[config.mk]
export PLATFORM = sky130hd
export DESIGN_NAME = mem_addr_unit
export DESIGN_NICKNAME = d
export VERILOG_FILES = /design/src/rtl/mem_addr_unit.sv
export SDC_FILE = /design/constraint.sdc
export NUM_CORES = 1
export LEC_CHECK = 0
export CORE_ASPECT_RATIO = 0.7
export CORE_MARGIN = 2
export CORE_UTILIZATION = 40
export CTS_BUF_LIST = sky130_fd_sc_hd__clkbuf_16
export DETAILED_ROUTE_END_ITERATION = 16
export PLACE_DENSITY = 0.69
export SETUP_SLACK_MARGIN = 0.15
export SLEW_MARGIN = 5
export SYNTH_ARGS = -nofsm -noshare
export SYNTH_HDL_FRONTEND = slang
export SYNTH_SLANG_ARGS = --single-unit
[constraint.sdc]
create_clock -name clk -period 3.3 [get_ports clk]
set_clock_uncertainty 0.1 [all_clocks]
set_input_delay 0.66 -clock clk [delete_from_list [all_inputs] [get_ports clk]]
set_output_delay 0.66 -clock clk [all_outputs]
set_load 0.05 [all_outputs]
[src/rtl/mem_addr_unit.sv]
// mem_addr_unit -- memory address register (MAR) with indirect pointer fetch.
//
// Holds a WIDTH_ADDR-bit address that drives the memory address input.
// The address is loaded byte-wise from the main bus, stepped up or down,
// and either byte can be driven back onto the main bus. A small sequencer
// reads a little-endian pointer from memory at the current address and
// loads it into the MAR.
//
// WIDTH_ADDR must equal 2*WIDTH (the MAR is exactly two bus bytes).
//
// Ports:
//   clk        rising-edge clock
//   reset_n    asynchronous active-low reset
//   main_in    main bus data in
//   load_lo    load MAR low byte from main_in
//   load_hi    load MAR high byte from main_in
//   inc, dec   step MAR up / down (modulo 2^WIDTH_ADDR)
//   assert_lo  drive MAR low byte onto the main bus
//   assert_hi  drive MAR high byte onto the main bus
//   main_out   byte driven toward the main bus
//   main_en    main bus drive enable
//   ind_start  begin indirect pointer fetch
//   mem_data   combinational memory read data at addr_out
//   addr_out   memory address
//   busy       sequencer active
//   done       one-cycle pulse when the fetched pointer is loaded
//   wrap       one-cycle flag: last inc/dec wrapped around
module mem_addr_unit #(
  parameter int WIDTH_ADDR = 16,
  parameter int WIDTH      = 8
) (
  input  logic                  clk,
  input  logic                  reset_n,
  input  logic [WIDTH-1:0]      main_in,
  input  logic                  load_lo,
  input  logic                  load_hi,
  input  logic                  inc,
  input  logic                  dec,
  input  logic                  assert_lo,
  input  logic                  assert_hi,
  output logic [WIDTH-1:0]      main_out,
  output logic                  main_en,
  input  logic                  ind_start,
  input  logic [WIDTH-1:0]      mem_data,
  output logic [WIDTH_ADDR-1:0] addr_out,
  output logic                  busy,
  output logic                  done,
  output logic                  wrap
);

  typedef enum logic [1:0] {
    IDLE  = 2'd0,
    RD_LO = 2'd1,
    RD_HI = 2'd2
  } state_t;

  localparam logic [WIDTH_ADDR-1:0] ADDR_ONE = WIDTH_ADDR'(1);

  state_t                  state, state_nxt;
  logic [WIDTH_ADDR-1:0]   mar, mar_nxt;
  logic [WIDTH_ADDR-1:0]   ptr, ptr_nxt;
  logic [WIDTH-1:0]        tmp_lo, tmp_lo_nxt;
  logic                    done_nxt;
  logic                    wrap_nxt;

  // State and datapath registers.
  always_ff @(posedge clk or negedge reset_n) begin
    if (!reset_n) begin
      state  <= IDLE;
      mar    <= '0;
      ptr    <= '0;
      tmp_lo <= '0;
      done   <= 1'b0;
      wrap   <= 1'b0;
    end else begin
      state  <= state_nxt;
      mar    <= mar_nxt;
      ptr    <= ptr_nxt;
      tmp_lo <= tmp_lo_nxt;
      done   <= done_nxt;
      wrap   <= wrap_nxt;
    end
  end

  // Next-state logic: sequencer steps and IDLE-time MAR operations.
  always_comb begin
    state_nxt  = state;
    mar_nxt    = mar;
    ptr_nxt    = ptr;
    tmp_lo_nxt = tmp_lo;
    done_nxt   = 1'b0;
    wrap_nxt   = 1'b0;
    case (state)
      IDLE: begin
        if (ind_start) begin
          // Fetch start wins; any load/inc/dec this cycle is dropped.
          ptr_nxt   = mar;
          state_nxt = RD_LO;
        end else if (load_lo || load_hi) begin
          if (load_lo) begin
            mar_nxt[WIDTH-1:0] = main_in;
          end else begin
            mar_nxt[WIDTH-1:0] = mar[WIDTH-1:0];
          end
          if (load_hi) begin
            mar_nxt[WIDTH_ADDR-1:WIDTH] = main_in;
          end else begin
            mar_nxt[WIDTH_ADDR-1:WIDTH] = mar[WIDTH_ADDR-1:WIDTH];
          end
        end else if (inc && dec) begin
          mar_nxt = mar;
        end else if (inc) begin
          mar_nxt  = mar + ADDR_ONE;
          wrap_nxt = (mar == '1);
        end else if (dec) begin
          mar_nxt  = mar - ADDR_ONE;
          wrap_nxt = (mar == '0);
        end else begin
          mar_nxt = mar;
        end
      end
      RD_LO: begin
        tmp_lo_nxt = mem_data;
        state_nxt  = RD_HI;
      end
      RD_HI: begin
        mar_nxt   = {mem_data, tmp_lo};
        done_nxt  = 1'b1;
        state_nxt = IDLE;
      end
      default: begin
        state_nxt = IDLE;
      end
    endcase
  end

  // Memory address: MAR when idle, pointer bytes while fetching.
  always_comb begin
    addr_out = mar;
    case (state)
      IDLE:    addr_out = mar;
      RD_LO:   addr_out = ptr;
      RD_HI:   addr_out = ptr + ADDR_ONE;
      default: addr_out = mar;
    endcase
  end

  // Bus drive: exactly one assert in IDLE enables the bus; otherwise quiet.
  always_comb begin
    main_en  = 1'b0;
    main_out = '0;
    if ((state == IDLE) && (assert_lo ^ assert_hi)) begin
      main_en = 1'b1;
      if (assert_lo) begin
        main_out = mar[WIDTH-1:0];
      end else begin
        main_out = mar[WIDTH_ADDR-1:WIDTH];
      end
    end else begin
      main_en  = 1'b0;
      main_out = '0;
    end
  end

  assign busy = (state != IDLE);

endmodule

# Word level (Yosys, flattened, before mapping)
# Index checks and enable logic that the tools add are counted.
# W data, S select, Z words.
# word_totals
regBits	44
output_inout_bits	28
word_cells	51
# op_classes
add_sub_neg	3
eq_ne	9
mux	21
bitwise_logic	1
n_reduce_logical	10
# ops
cell	n
$mux W16	5
$pmux W16 S2	2
$add A16 B1 Y16 const B	2
$mux W8	4
$eq A16 B16 Y1 const B	1
$logic_not A16 Y1	1
$sub A16 B1 Y16 const B	1
$reduce_and A5 Y1	2
$ne A3 B3 Y1 const B	3
$mux W1	8
$ne A2 B2 Y1 const B	2
$ne A4 B4 Y1 const B	1
$pmux W2 S2	1
$reduce_bool A2 Y1	2
$eq A2 B1 Y1 const B	1
$eq A2 B2 Y1 const B	1
$logic_and A1 B1 Y1	2
$logic_not A2 Y1	1
$mux W2	1
$reduce_and A2 Y1	1
$logic_or A1 B1 Y1	1
$xor A1 B1 Y1	1

# Longest topological paths before layout
# depth
depth_word	7
ltp_mapped	10

# Least setup slack after synthesis
# Ideal clock, no wire load.
# synth_timing
path_type	flip-flop to output port
startpoint	reg state[0]
endpoint	out addr_out[4]
t_arrival_ps	2221
slack_ps	319
stages_incl_launch_ff	7
path_buffers	2
cell_sequence	dfrtp_1 > inv_1 > ha_1 > clkbuf_1 > buf_1 > nand3b_1 > a31oi_1
# synth_via
elab_chain_len	2
# synth_rtl
item	line	text
from (decl)	59	state_t state, state_nxt;
from (signal assigned)	76	state <= state_nxt;
$eq A2 B2 Y1 / $eq A2 B1 Y1 (equally long branches)	140	case (state)
$pmux W16 S2 *	140	
to (decl)	45	output logic [WIDTH_ADDR-1:0] addr_out,
# Mark *: on every way between the ends. The rest lies on a longest branch, timed or not.

# Worst setup path in the final report
# layout_timing
startpoint	in inc
endpoint	reg mar[15]
# layout_via
elab_chain_len	5
# layout_rtl
item	line	text
from (decl)	37	input logic inc,
$mux W16	112	end else if (inc) begin
$mux W16	110	end else if (inc && dec) begin
$mux W16	99	end else if (load_lo || load_hi) begin
$mux W16	95	if (ind_start) begin
$pmux W16 S2	93	case (state)
to (signal assigned)	77	mar <= mar_nxt;
to (decl)	60	logic [WIDTH_ADDR-1:0] mar, mar_nxt;
# Several ways; a longest one is shown, not always the timed one. The select of a mux whose other input is x is not followed.
# A chain may end at the register's enable or synchronous reset.

==> summary.md <==
| Metric | Value |
|---|---|
| Fin. max-slew vios | `0` |
| I/O pins | `53` |
| Worst vdd ir | `0.9170 mV` |
| Slowest stage delay, CP | `about 480 ps` |
| Yosys top cell area share | `roughly a third` |
| Wire per inst | `between 15 and 20 um` |
| Slew margin rel. | `roughly a third` |
| Minimum clock period | `approximately 3100 ps` |
| Worst setup path class | `primary input to flip-flop` |
| Synth top cells by count | `dfrtp_1, nor2_1, nand2_1` |
| Hold Crit Class | `flip-flop to flip-flop` |
| Synth Instances | `400` |
| Die Ht | `slightly above 80 um` |
| Final routed DRC violation total | `0` |
| Power per cell area | `between 1000 and 1500 nW/um^2` |
| Detail Route met3 WL | `779 um` |
| Port Buffers | `52` |
| CTS tree | `done` |
| Post-Layout Cell Count | `575` |
| Sequential share of power | `20.5%` |
| Largest net degree at the start of global routing | `45` |
| Number of global-route vias before repair | `roughly 3200` |
| CTS sink count | `between 40 and 50` |
| DRT Pass-1 Iters | `7` |
| Psw | `approximately 2900 uW` |
| Max Buffers Root-to-Sink | `2` |
| First-pass GRT wire length | `16590 um` |
| DRT iter0 DRCs | `262` |
| Setup TNS | `0 ps` |
| Most frequent cell after synthesis | `dfrtp_1` |
| FF+latch count, synth | `44` |
| Internal power | `2790 uW` |
| Wire length on met2 | `4486 um` |
| RSZ-0062 raised after global routing | `yes` |
| Cell Count Post-Placement | `~570` |
| Nature of the critical path startpoint | `primary input` |
| Synth unique cells | `46` |
| Clk_lat worst skew | `approximately 290 ps` |
| GRT overflow | `0` |
| Tcrit/Tclk final | `between 90% and 100%` |
| Top FF cell, synth | `dfrtp_1` |
| Routed Antenna Nets | `0` |
| Max stage delay cell, worst path | `clkdlybuf4s50_1` |
| Post-CTS setup buffers | `0` |
| H-Tree Depth | `2` |
| Mean cell area of the mapped netlist | `roughly 8.5 um^2` |
| WHS | `406.4 ps` |
| Post-synthesis sequential area ratio | `about a third` |
| Post-CTS resize count | `0` |
| Post-CTS Hold Buffers | `0` |
| Initial antenna violation count | `0` |
| Routed vias | `between 3000 and 4000` |
| Final setup vio count | `0` |
| Syn nets | `~440` |
| Minimum setup slack among reg-to-reg paths | `around 700 ps` |
| Asr flop ratio synth | `100.0%` |
| Core box area | `between 8000 and 9000 um^2` |
| GPL Wtd Cong | `just over 0.9` |
| Cell area after synthesis | `3415 um^2` |
| Synth Warn # | `0` |
| Worst-path clk slew | `~70 ps` |
| Final hold violations | `0` |
| Std cell rows | `28` |
| Leak | `0.001967 uW` |
| Worst EP required | `3380 ps` |
| Num CTS Buffers | `5` |
| Initial core utilization | `between 40% and 50%` |
| Status | `finished, final reports clean` |
| Die Area | `~9300 um^2` |
| Vias/cell | `just under 6` |
| Power share of the combinational group | `69.6%` |
| Total global-route track usage | `approximately a quarter` |
| Clock Power Share | `about a tenth` |
| Fin util | `about 54%` |
| Layout net count | `slightly above 500` |
| EDFF count, synth | `0` |
| Max Clk Rate | `~320 MHz` |
| Max_cap viols | `0` |
| Tightest Pin Transition | `approximately 1000 ps` |
| Synth area leader | `dfrtp_1` |
| Die X | `114.4 um` |
| Met1 WL | `5016 um` |
| CP Max Fanout | `9` |
| HPWL Detailed | `around 8000 um` |
| Crit-path cells | `clkdlybuf4s50_1 > inv_1 > buf_4 > ha_1 > nand3_1 > nor2_1 > a211o_1 > nor3_1 > a311oi_1 > xnor2_1 > o41ai_1` |
| Share of cells above drive strength 1 | `about a fifth` |
| DR top layer | `met4` |
| Area Growth Syn to Fin | `32.28%` |
| Switching Share | `between 50% and 60%` |
| Area contributors post-synth | `dfrtp_1, mux2_2, ha_1` |
| Endpoint class of the critical path | `flip-flop` |
| Critical Path AT | `about 3200 ps` |
| Root buffer cell | `clkbuf_16` |
| WL final | `10420 um` |
| # diodes | `0` |
[flip-flops by register name, indices dropped and copies added (netlist names)]
register	flops
mar	16
ptr	16
tmp_lo	8
state	2
done	1
wrap	1
[through the flow]
step	area [um^2]	worst slack, ps	total power (uW)
after floorplan	3415	319.1	3543
after global placement	4347	-57.79	5009
after detailed placement	4347	-133.7	5072
after CTS	4509	169.2	5646
after global routing	4517	50.73	6023
final	4517	174.3	5659
[cells by family (layout without fill, tap and decap cells)]
kind of cell    after synthesis  after routing  share of synthesized area, %
compound gates              120            120                         22.76
xor+xnor                     25             25                         6.413
fa+ha+maj                    19             19                         7.182
buf+inv                      33            103                         3.701
flops                        44             44                         32.25
mux                          33             33                         10.48
simple gates                126            126                         17.22
[cell type report]
type                            count  area, um^2
Timing Repair Buffer               82       878.3
Clock inverter                      3       37.54
Tap cell                          105       131.4
Fill cell                         755        3856
Sequential cell                    44        1101
Multi-Input combinational cell    323        2195
Clock buffer                        5       125.1
Inverter                           13       48.80
[worst max-delay path, delay by kind of cell]
kind | cells | cell delay, ps
compound gates | 3 | 800
buf+inv | 3 | 790
simple gates | 3 | 520
fa+ha+maj | 1 | 330
xor+xnor | 1 | 110
[power by group through the flow]
stage	clock network (uW)	registers, uW	logic, uW
4_1_cts	570	1150	3930
3_3_place_gp	0	1150	3860
5_1_grt	592	1200	4230
3_5_place_dp	0	1160	3910
2_1_floorplan	0	1020	2520
6_report	561	1160	3940
[per-layer routing]
layer | global-route usage (%) | vias up
met3 | 4.403 | 16
met4 | 5.732 | 0
met5 | 0 | -
met1 | 33.81 | 1623
met2 | 36.09 | 134
li1 | - | 1612
[layout by cell type, fill, tap and decap left out, drive strengths merged, types with 6 or more instances in the layout]
cell type	netlist	layout
a21o	10	10
a21oi	34	34
a22oi	12	12
a31oi	6	6
buf	3	56
clkdlybuf4s50	0	26
dfrtp	44	44
ha	18	18
inv	13	13
mux2	22	22
mux2i	11	11
nand2	37	37
nand2b	7	7
nand3	11	11
nor2	38	38
nor3	10	10
o211ai	8	8
o21ai	24	24
o22ai	6	6
xnor2	14	14
xor2	11	11
[final timing paths]
kind | from | end | cells after the start
max | inc | mar[15]$_DFFE_PN0P_ | 11
min in group asynchronous | reset_n | mar[13]$_DFFE_PN0P_ | 1
max in group asynchronous | reset_n | mar[6]$_DFFE_PN0P_ | 1
max reg2reg | mar[2]$_DFFE_PN0P_ | mar[12]$_DFFE_PN0P_ | 7
min reg2reg | tmp_lo[0]$_DFFE_PN0P_ | tmp_lo[0]$_DFFE_PN0P_ | 1
min | tmp_lo[0]$_DFFE_PN0P_ | tmp_lo[0]$_DFFE_PN0P_ | 1
No activity file was read; power rests on OpenSTA's default activity.
==> patch: new RTL, same flow settings <==
Register the output `main_out`; this adds one clock of latency there. The other outputs are not delayed to match.
--- a/src/rtl/mem_addr_unit.sv
+++ b/src/rtl/mem_addr_unit.sv
@@ -57,2 +57,4 @@
   localparam logic [WIDTH_ADDR-1:0] ADDR_ONE = WIDTH_ADDR'(1);
+
+  logic [WIDTH-1:0] main_d;
 
@@ -150,3 +152,3 @@
     main_en  = 1'b0;
-    main_out = '0;
+    main_d = '0;
     if ((state == IDLE) && (assert_lo ^ assert_hi)) begin
@@ -154,5 +156,5 @@
       if (assert_lo) begin
-        main_out = mar[WIDTH-1:0];
+        main_d = mar[WIDTH-1:0];
       end else begin
-        main_out = mar[WIDTH_ADDR-1:WIDTH];
+        main_d = mar[WIDTH_ADDR-1:WIDTH];
       end
@@ -160,3 +162,3 @@
       main_en  = 1'b0;
-      main_out = '0;
+      main_d = '0;
     end
@@ -166,2 +168,6 @@
 
+  always_ff @(posedge clk) begin
+    main_out <= main_d;
+  end
+
 endmodule
Behaviour: not the same (a bounded check fails within 4 cycles, from zero or initial values and one cycle with reset_n low).
==> patch against the unedited design <==
- area after synthesis grew 7.1%
- design area grew 4.5%
- sequential cell count grew 8
- global-route usage decreased by 0.31 points
- wire length is 6.5% higher
- setup slack better by 120 ps
- critical endpoint is now addr_out[15]
- largest cell class unchanged
Power is not shown: default switching activity piles up to over one toggle a cycle in this logic, so the estimate is an artifact.
==> patch: results (changes against the unedited design) <==
----------------------------------------------------
[Status]
  Status ... finished, final reports clean (unchanged)

[Worst setup path]
  Signal arrival time at the worst endpoint ... 2250 ps (was 3210 ps)
  Standard cell with the maximum stage delay on the critical path ... sky130_fd_sc_hd__dfrtp_1 (was sky130_fd_sc_hd__clkdlybuf4s50_1)
  Reg2Reg Depth ... 10 (was 7)
  Max stage delay on crit path ... 450 ps (was 480 ps)
  Worst-path fanout max ... 7 (was 9)

[Global route]
  Total global-route track usage ... 23.1% (was 23.4%)
  Wire length of the first global-routing pass ... 17,800 um (was 16,600 um)
  Vias in the first global route ... 3,167 (was 3,171)

[Route]
  Routed wire length ... 11,100 um (was 10,400 um)
  Violation count after the first detailed-route iteration ... 337 (was 262)
  Number of optimization iterations in the first detailed-route pass ... 5 (was 7)
  Vias per inst ... 5.78 (was 5.89)

[STA]
  Fin crit period ... 3010 ps (was 3130 ps)
  Transition time at the pin with the least slew margin ... 1050 ps (was 1010 ps)

[Place]
  Standard cell area after detailed placement ... 4530 um2 (was 4350 um2)
  Post-Place Setup Slack ... 66.4 ps (was -134 ps)
  Final estimated routing congestion in global placement ... 0.920 (was 0.923)

[Yosys]
  Syn nets ... 452 (was 444)
  Sequential element share of the synthesized area ... 34.5% (was 32.2%)
  Dominant cells by area after synthesis ... sky130_fd_sc_hd__dfrtp_1 30%, sky130_fd_sc_hd__mux2_2 7.4%, sky130_fd_sc_hd__ha_1 6.2% (was sky130_fd_sc_hd__dfrtp_1 32%, sky130_fd_sc_hd__mux2_2 7.3%, sky130_fd_sc_hd__ha_1 6.6%)
  Post-synth ARST share ... 84.6% (was 100%)
  Distinct cell type count after synthesis ... 56 (was 46)

[Layout]
  Fill cell count ... 860 (was 755)
  Final layout net count ... 508 (was 513)
  Share of layout cells above drive strength 1 ... 19.1% (was 18.9%)

----------------------------------------------------
-- patch: cell types whose count changed in the layout (fill, tap and decap cells not counted), sizes merged, moves of 5 or more --
cell and delta:
buf -20, nor2 +12, clkdlybuf4s50 +8, dfxtp +8, a21o -7, nor3 -6
nand2b -5, o21ai +5
-- patch: cell type report --
cell class	count	area (um2)	share of cell area (%)
Timing Repair Buffer	70	833	17.7
Clock inverter	1	3.75	0.0795
Clock buffer	7	175	3.71
Multi-Input combinational cell	321	2240	47.4
Tap cell	124	155	3.29
Sequential cell	52	1260	26.7
Inverter	14	52.6	1.11
-- patch: kinds of logic (layout without fill, tap and decap cells) --
logic type      count (synthesis)  in the layout  synth area share, %
buf+inv                        35             92                 4.69
flops                          52             52                 34.5
fa+ha+maj                      19             19                 6.70
xor+xnor                       23             23                 5.51
mux                            34             34                 10.1
compound gates                121            121                 22.7
simple gates                  124            124                 15.8
-- patch: worst max-delay path: cells and delay by family (launching register included) --
| kind | cells | cell delay [ps] |
|---|---|---|
| AO/OA/AOI/OAI | 2 | 330 |
| AND/OR/NAND/NOR | 4 | 860 |
| XOR/XNOR | 1 | 160 |
| flip-flops | 1 | 450 |
| buffers and inverters | 1 | 160 |
-- patch: metrics by stage --
step | hold slack, ps | instances | utilization [%]
floorplan | 264 | 408 | -
global placement | 385 | 581 | 50.5
detailed placement | 391 | 581 | 50.5
CTS | 409 | 589 | 52.5
global route | 423 | 589 | 52.7
finish | 408 | 589 | 52.7
-- patch: layer usage --
layer	share of wire, %	vias to the layer above	GRT usage, %
met4	1.5	0	6.02
met3	8.6	14	4.85
met2	41	151	33.6
met5	0	-	0
met1	49	1625	34.4
li1	-	1613	-
-- patch: final timing paths --
check                                      start                    end
max reg2reg                   mar[0]$_DFFE_PN0P_    mar[14]$_DFFE_PN0P_
min in group asynchronous                reset_n    mar[10]$_DFFE_PN0P_
min reg2reg                tmp_lo[1]$_DFFE_PN0P_  tmp_lo[1]$_DFFE_PN0P_
max                           ptr[5]$_DFFE_PN0P_           addr_out[15]
min                        tmp_lo[1]$_DFFE_PN0P_  tmp_lo[1]$_DFFE_PN0P_
max in group asynchronous                reset_n     ptr[6]$_DFFE_PN0P_
